===== config.mk =====
export PLATFORM = sky130hd
export DESIGN_NAME = image_port_arbiter
export DESIGN_NICKNAME = d
export VERILOG_FILES = /design/src/rtl/image_port_arbiter.sv
export SDC_FILE = /design/constraint.sdc
export NUM_CORES = 1
export LEC_CHECK = 0
export ABC_AREA = 0
export CAP_MARGIN = 20
export CORE_MARGIN = 4
export CORE_UTILIZATION = 28
export CTS_BUF_LIST = sky130_fd_sc_hd__clkbuf_16
export CTS_CLUSTER_SIZE = 28
export DETAILED_ROUTE_END_ITERATION = 8
export PLACE_DENSITY = 0.81
export SETUP_SLACK_MARGIN = 0.3
export SLEW_MARGIN = 5
export SYNTH_ARGS = -nofsm -noshare
export SYNTH_HDL_FRONTEND = slang
export SYNTH_SLANG_ARGS = --single-unit
export TNS_END_PERCENT = 1

===== constraint.sdc =====
create_clock -name Clk -period 4.3 [get_ports Clk]
set_input_delay 1.29 -clock Clk [delete_from_list [all_inputs] [get_ports Clk]]
set_output_delay 1.29 -clock Clk [all_outputs]
set_load 0.01 [all_outputs]

===== src/rtl/image_port_arbiter.sv =====
// Round-robin arbiter sharing one image BRAM read port among NREQ requesters.
// Supports per-requester burst lock and returns each row tagged with a one-hot valid.
module image_port_arbiter #(
    parameter int unsigned NREQ     = 4,
    parameter int unsigned ADDR_W   = 6,
    parameter int unsigned DATA_W   = 64,
    parameter int unsigned READ_LAT = 1,
    parameter int unsigned MAX_LOCK = 8
) (
    input  logic                   Clk,
    input  logic                   reset,
    input  logic [NREQ-1:0]        req_valid,
    input  logic [NREQ-1:0]        req_lock,
    input  logic [NREQ*ADDR_W-1:0] req_addr,
    output logic [NREQ-1:0]        req_ready,
    output logic [NREQ-1:0]        rsp_valid,
    output logic [DATA_W-1:0]      rsp_data,
    output logic                   mem_en,
    output logic [ADDR_W-1:0]      mem_addr,
    input  logic [DATA_W-1:0]      mem_data,
    output logic                   busy
);

    localparam int unsigned PtrW  = (NREQ > 1) ? $clog2(NREQ) : 1;
    localparam int unsigned LockW = (MAX_LOCK > 1) ? $clog2(MAX_LOCK) : 1;

    logic [PtrW-1:0]   rr_ptr_q, rr_ptr_d;
    logic [LockW-1:0]  lock_cnt_q, lock_cnt_d;
    logic [ADDR_W-1:0] mem_addr_q, mem_addr_d;
    logic [NREQ-1:0]   pipe_q [READ_LAT];
    logic [NREQ-1:0]   pipe_d [READ_LAT];

    logic              gnt_found;
    logic              gnt_valid;
    logic [PtrW-1:0]   gnt_idx;
    logic [PtrW-1:0]   cand;
    logic [NREQ-1:0]   gnt_oh;
    logic [ADDR_W-1:0] gnt_addr;
    logic              pipe_any;

    // First valid requester at or after rr_ptr, wrapping around.
    always_comb begin
        gnt_found = 1'b0;
        gnt_idx   = '0;
        cand      = '0;
        for (int unsigned off = 0; off < NREQ; off++) begin
            cand = PtrW'((32'(rr_ptr_q) + off) % NREQ);
            if (!gnt_found && req_valid[cand]) begin
                gnt_found = 1'b1;
                gnt_idx   = cand;
            end
        end
    end

    always_comb begin
        gnt_valid = gnt_found & ~reset;
        gnt_oh    = gnt_valid ? (NREQ'(1) << gnt_idx) : '0;
        gnt_addr  = req_addr[gnt_idx*ADDR_W +: ADDR_W];
    end

    // Lock holds priority on the granted requester until MAX_LOCK grants in a row.
    always_comb begin
        rr_ptr_d   = rr_ptr_q;
        lock_cnt_d = lock_cnt_q;
        mem_addr_d = mem_addr_q;
        if (gnt_valid) begin
            mem_addr_d = gnt_addr;
            if (req_lock[gnt_idx] && (32'(lock_cnt_q) < MAX_LOCK - 1)) begin
                rr_ptr_d   = gnt_idx;
                lock_cnt_d = lock_cnt_q + LockW'(1);
            end else begin
                rr_ptr_d   = (32'(gnt_idx) == NREQ - 1) ? '0 : gnt_idx + PtrW'(1);
                lock_cnt_d = '0;
            end
        end
    end

    always_comb begin
        pipe_d[0] = gnt_oh;
        for (int unsigned k = 1; k < READ_LAT; k++) begin
            pipe_d[k] = pipe_q[k-1];
        end
    end

    always_ff @(posedge Clk) begin
        if (reset) begin
            rr_ptr_q   <= '0;
            lock_cnt_q <= '0;
            mem_addr_q <= '0;
            for (int unsigned k = 0; k < READ_LAT; k++) begin
                pipe_q[k] <= '0;
            end
        end else begin
            rr_ptr_q   <= rr_ptr_d;
            lock_cnt_q <= lock_cnt_d;
            mem_addr_q <= mem_addr_d;
            for (int unsigned k = 0; k < READ_LAT; k++) begin
                pipe_q[k] <= pipe_d[k];
            end
        end
    end

    always_comb begin
        pipe_any = 1'b0;
        for (int unsigned k = 0; k < READ_LAT; k++) begin
            pipe_any = pipe_any | (|pipe_q[k]);
        end
    end

    // Outputs are forced quiet while reset is asserted so no stale response escapes.
    always_comb begin
        req_ready = gnt_oh;
        mem_en    = gnt_valid;
        mem_addr  = reset ? '0 : mem_addr_d;
        rsp_valid = reset ? '0 : pipe_q[READ_LAT-1];
        rsp_data  = mem_data;
        busy      = ~reset & ((|gnt_oh) | pipe_any);
    end

endmodule


After elaboration in Yosys (flattened, before gate mapping)

Memories as Yosys holds them, arrays and structs flattened.
Cells that the tools add are included.

Word-level logic and storage cells: 63
Input bits: 98
Bits in registers: 11
Bits in writable memories: 4
Output and inout bits: 80
Memories kept: 1

Bitwise logic cells: 4
Muxes and demuxes: 30
Equality and inequality tests: 1
Shift-type cells: 2
Multiply operators: 1
Add/sub/neg operators: 5
Reduce and logical (&&, ||, !) cells: 10
Magnitude comparators: 6

Memories:

| name   | depth | bits a word | read ports | clocked after memory_dff | write ports | RTL line | source |
|---|---|---|---|---|---|---|---|
| pipe_q | 1     | 4           | 1          | 0                        | 1           | 30       | `logic [NREQ-1:0] pipe_q [READ_LAT];` |

Operators with widths:

| operator                                                    | count |
|---|---|
| indexed part select 24 x 6 -> 6 bit                         | 1 |
| less-than comparator 2 x 3 -> 1 bit (second input constant) | 5 |
| 2-to-1 mux 1 bit                                            | 13 |
| 2-to-1 mux 2 bit                                            | 6 |
| 2-to-1 mux 4 bit                                            | 3 |
| 2-to-1 mux 6 bit                                            | 2 |
| OR reduction 4 bit                                          | 3 |
| binary-select mux 1 bit (select 2 bit)                      | 5 |
| adder 2 x 1 -> 2 bit (second input constant)                | 2 |
| adder 2 bit (second input constant)                         | 2 |
| logical AND 1 bit                                           | 4 |
| multiplier 2 x 2 -> 4 bit (second input constant)           | 1 |
| << shifter 1 x 2 -> 4 bit (first input constant)            | 1 |
| adder 3 x 1 -> 3 bit (second input constant)                | 1 |
| logical NOT 1 bit                                           | 3 |
| less-than comparator 3 bit (second input constant)          | 1 |
| 2-to-1 mux 3 bit                                            | 1 |
| bitwise AND 1 bit                                           | 2 |
| equality test 2 bit (second input constant)                 | 1 |
| inverter 1 bit                                              | 1 |
| OR 1 bit                                                    | 1 |

Depth between registers and ports, before layout

Word-level depth: 17
Gate-level depth with buffers: 9
Gate-level depth less buffers: 7

Worst setup path before layout

No wires, ideal clock.

Kind: in2out
From: in req_valid[2]
To: out mem_addr[2]
Data arrival time: 2.646 ns
Buffers on the path: 1
Required time: 3.010 ns
Setup slack: 0.364 ns
Stages on the path: 8
Path through: nor2b_2 -> a211oi_4 -> nor2_4 -> inv_4 -> buf_12 -> a211oi_2 -> a311o_1 -> a21oi_1

Longest elaborated chain between the ends: 16
Elaborated cells on any way between the ends: 27
Classes of those cells: 1 x mul; 1 x shift; 18 x mux; 1 x bitwise; 6 x reduce/logical

Ends and longest elaborated chain:

| item                                   | RTL line | source |
|---|---|---|
| from (decl)                            | 12       | `input logic [NREQ-1:0] req_valid,` |
| binary-select mux 1 bit (select 2 bit) | 48       | `if (!gnt_found && req_valid[cand]) begin` |
| 2-to-1 mux 1 bit (not written as such) | 48       |  |
| 2-to-1 mux 1 bit                       | 48       |  |
| logical NOT 1 bit                      | 48       |  |
| logical AND 1 bit                      | 48       |  |
| 2-to-1 mux 1 bit                       | 48       |  |
| logical NOT 1 bit                      | 48       |  |
| logical AND 1 bit                      | 48       |  |
| 2-to-1 mux 1 bit                       | 48       |  |
| logical NOT 1 bit                      | 48       |  |
| logical AND 1 bit                      | 48       |  |
| 2-to-1 mux 2 bit                       | 48       |  |
| multiplier 2 x 2 -> 4 bit              | 58       | `gnt_addr = req_addr[gnt_idx*ADDR_W +: ADDR_W];` |
| indexed part select 24 x 6 -> 6 bit    | 58       |  |
| 2-to-1 mux 6 bit (*)                   | 66       | `if (gnt_valid) begin` |
| 2-to-1 mux 6 bit (*)                   | --       |  |
| to (decl)                              | 19       | `output logic [ADDR_W-1:0] mem_addr,` |

Every way passes the cells marked *; elsewhere a longest branch is shown, timed or not. The select of a mux whose other input is x is not followed.

Worst setup path after layout

From: in req_valid[0]
To: out mem_addr[4]

Same word-level chain as after synthesis.

==> summary.md <==
| Metric | Value |
|---|---|
| Drt initial violations | `60` |
| Antenna Nets Post-Route | `0` |
| Static Leak | `0.8526 nW` |
| Setup CP Type | `in2out` |
| # hold bufs at CTS | `0` |
| Setup ws final | `0.08751 ns` |
| Post-synth top flop | `dfxtp_1` |
| # DRC | `0` |
| Reg-to-Reg End | `mem_addr_q[4]$_DFF_P_` |
| VDD IR-drop max | `0.3456 mV` |
| Final number of max-transition violations | `0` |
| Sequential element share of the synthesized area | `18.62%` |
| Area post-placement | `0.001795 sq mm` |
| Fin crit share | `97.96%` |
| Final Hold Viols | `0` |
| FF/Latch Area | `between 300 and 400 sq um` |
| Largest net degree at the start of global routing | `19` |
| Hold Path Class | `reg2reg` |
| Non-Filler Instances | `291` |
| Crit path max-delay cell type | `a311o_1` |
| Final Setup Violations | `0` |
| Total power | `0.9349 mW` |
| Root Driver | `clkbuf_16` |
| Worst path depth | `9` |
| Reg clk slew, reported paths | `around 0.05 ns` |
| DR WL/cell | `between 10 and 15 microns` |
| Design area | `roughly 0.0021 sq mm` |
| R2r worst-path depth | `9` |
| Syn_area_per_cell | `around 8.0 sq um` |
| CP Cell Sequence | `buf_8, nor2b_4, o21ba_4, nor2_4, buf_6, nand2_1, a311o_1, a21oi_2, buf_2` |
| Initial antenna violation count | `0` |
| Die ar. | `0.007038 sq mm` |
| Highest clock rate | `about 240 MHz` |
| Core Util, Final | `37.44%` |
| Period minus WS final | `4.212 ns` |
| Syn Nets | `~300` |
| Congestion Overflow GR | `0` |
| Final Wtd Congestion | `0.8742` |
| Initial core utilization | `between 20 and 30%` |
| Die Y | `~84 microns` |
| Routed WL | `about 4300 microns` |
| Vias after detailed routing | `1371` |
| Yosys reg bits | `15` |
| Clock Sinks | `15` |
| Vias per cell | `4.711` |
| Die width | `between 80 and 90 microns` |
| Number of nets in the layout | `about 320` |
| CTS Buffer Depth | `2` |
| # rows | `27` |
| Clk_skew | `0.0007228 ns` |
| CP peak stage delay | `0.36 ns` |
| Layout area overhead | `28.63%` |
| R2R Setup Slk | `2.09 ns` |
| Worst setup endpoint | `mem_addr[4]` |
| Crit path from | `req_valid[0]` |
| CTS Buf Count | `3` |
| Global-route wire length before repair | `6886 microns` |
| Pre-CTS WS | `-0.7079 ns` |
| Area occupied by multi-input gates | `approximately 840 sq um` |
| Top fanout value on the critical path | `5` |
| Worst reg2reg startpoint | `rr_ptr_q[1]$_SDFFE_PP0P_` |
| Syn. warnings | `0` |
| Cell count after placement | `268` |
| # Max-Cap Violations | `0` |
| I/O pin cnt | `178` |
| Synthesized area | `0.001613 sq mm` |
| Slew @ Worst Pin | `0.4093 ns` |
| Relative max-transition margin | `72.66%` |
| H-tree depth | `1` |
| PortBufs | `between 40 and 50` |
| Crit. End Element | `output pin` |
| Netlist cell types | `38` |
| Fill count | `582` |
| GRT Total Usage | `roughly 12%` |
| Async S/R FF share, synth | `0%` |
| Layout cells sized above 1 | `36.99%` |
| Cell count after synthesis | `201` |
| # diodes | `0` |
| Hold slack | `approximately 0.45 ns` |
| Setup TNS | `0 ns` |
| Hold Crit Depth | `2` |
| Status | `completed` |
| First-pass detailed-route iteration total | `4` |
| RSZ-0062 raised after global routing | `yes` |
| PD cells | `approximately 450 mW/mm^2` |
| CTS tree | `yes` |
| Vias in the first global route | `1415` |
| CP Launch Type | `input pin` |
| Clk Latency, worst-skew pair | `0.25 ns` |
| CP bufs+invs | `3` |
| Critical path required time | `3.01 ns` |
| Delay-heaviest family, CP | `compound AO/OA/AOI/OAI gates` |
| Post-DP HPWL | `3089 microns` |
| EDFF count, synth | `0` |
| Core footprint | `0.005540 sq mm` |
| WP data arrival | `2.92 ns` |
==> Yosys cell counts (2+ instances only) <==
cell type	instances	area (sq um)
buf_4	64	480.5
nand2_1	23	86.33
dfxtp_1	15	300.3
a21oi_1	12	60.06
nor2b_1	9	56.30
and2_1	8	50.05
and3_1	7	43.79
a311o_1	6	60.06
ha_1	5	62.56
nor2_1	5	18.77
a211oi_1	4	30.03
clkbuf_1	4	15.01
o21ai_1	4	20.02
a211oi_2	3	37.54
nor4_1	3	18.77
o21ai_0	3	15.01
a211oi_4	2	40.04
nand3_1	2	10.01
nor2b_2	2	17.52
o21bai_1	2	15.01
==> flip-flops by register name (all words and copies together) (netlist names) <==
| name | count |
|---|---|
| mem_addr_q | 6 |
| lock_cnt_q | 3 |
| pipe_q | 4 |
| rr_ptr_q | 2 |
==> metal layers <==
| metal | track usage, % | wire length (microns) | vias to the layer above |
|---|---|---|---|
| li1 | - | - | 661 |
| met1 | 13.30 | 1794 | 636 |
| met2 | 20.97 | 2022 | 56 |
| met3 | 4.047 | 355 | 18 |
| met4 | 6.287 | 161 | 0 |
| met5 | 0 | 0 | - |
==> worst min-delay path by stage <==
stage                                from                    endpoint  slack (ns)
2_1_floorplan  lock_cnt_q[1]$_SDFFE_PP0P_  lock_cnt_q[1]$_SDFFE_PP0P_        0.44
3_3_place_gp        mem_addr_q[4]$_DFF_P_       mem_addr_q[4]$_DFF_P_        0.45
3_5_place_dp        mem_addr_q[5]$_DFF_P_       mem_addr_q[5]$_DFF_P_        0.46
4_1_cts             mem_addr_q[5]$_DFF_P_       mem_addr_q[5]$_DFF_P_        0.46
5_1_grt             mem_addr_q[5]$_DFF_P_       mem_addr_q[5]$_DFF_P_        0.47
6_report            mem_addr_q[5]$_DFF_P_       mem_addr_q[5]$_DFF_P_        0.45
==> cell type report <==
class / instances / share of cell area, %
tap: 72 / 4.343
clock buffer: 3 / 3.619
sequential: 15 / 14.48
inverter: 2 / 0.6031
multi-input combinational: 113 / 40.65
timing repair buffer: 84 / 35.77
timing repair inverter: 1 / 0.3016
clock inverter: 1 / 0.2413
==> kinds of logic (layout without fill, tap and decap cells) <==
logic type                 count (synthesis)  count (layout)  share of synthesized area, %
buffers and inverters                     73              91                         33.59
DFF                                       15              15                         18.62
and+or+nand+nor                           64              64                         20.95
adders and majority gates                  5               5                         3.879
AOI/OAI and AO/OA                         44              44                         22.96
==> placed cells by master (no fill, tap or decap), drive strengths merged <==
cell           count
o311ai             1
and3               7
o22ai              1
o21bai             2
nand2             24
inv                3
nor2               6
o21ba              1
a21oi             12
clkdlybuf4s15      3
a311oi             1
o211ai             1
nor3b              1
a211oi             9
buf               45
ha                 5
clkinv             1
or2                1
a2bb2oi            1
nand3              2
nor3               1
clkdlybuf4s50     35
nor4               3
and2               8
a211o              1
o221a              1
dfxtp             15
a311o              6
o21ai              7
clkbuf             4
nor2b             11
==> power by group <==
group / switching (mW) / internal [mW]
Sequential: 0.0307 / 0.180
Combinational: 0.244 / 0.295
Clock: 0.0607 / 0.124
==> worst register-to-register path: stages, from the launching register on <==
cell and delay (ns):
dfxtp_1 0.52, nand2_2 0.13, a211o_2 0.44, and3_1 0.22, a211oi_1 0.21, a311o_1 0.17
a21oi_2 0.07, buf_4 0.13, buf_4 0.12, buf_4 0.12
==> what timing repair did <==
item                       in CTS  in global routing
gates cloned                    1                  0
hold endpoints to repair        0                  0
setup endpoints to repair      12                 13
pin swaps                      16                  5
gates resized for setup        80                  2
buffers inserted               15                  3
(Power assumes the default switching activity.)
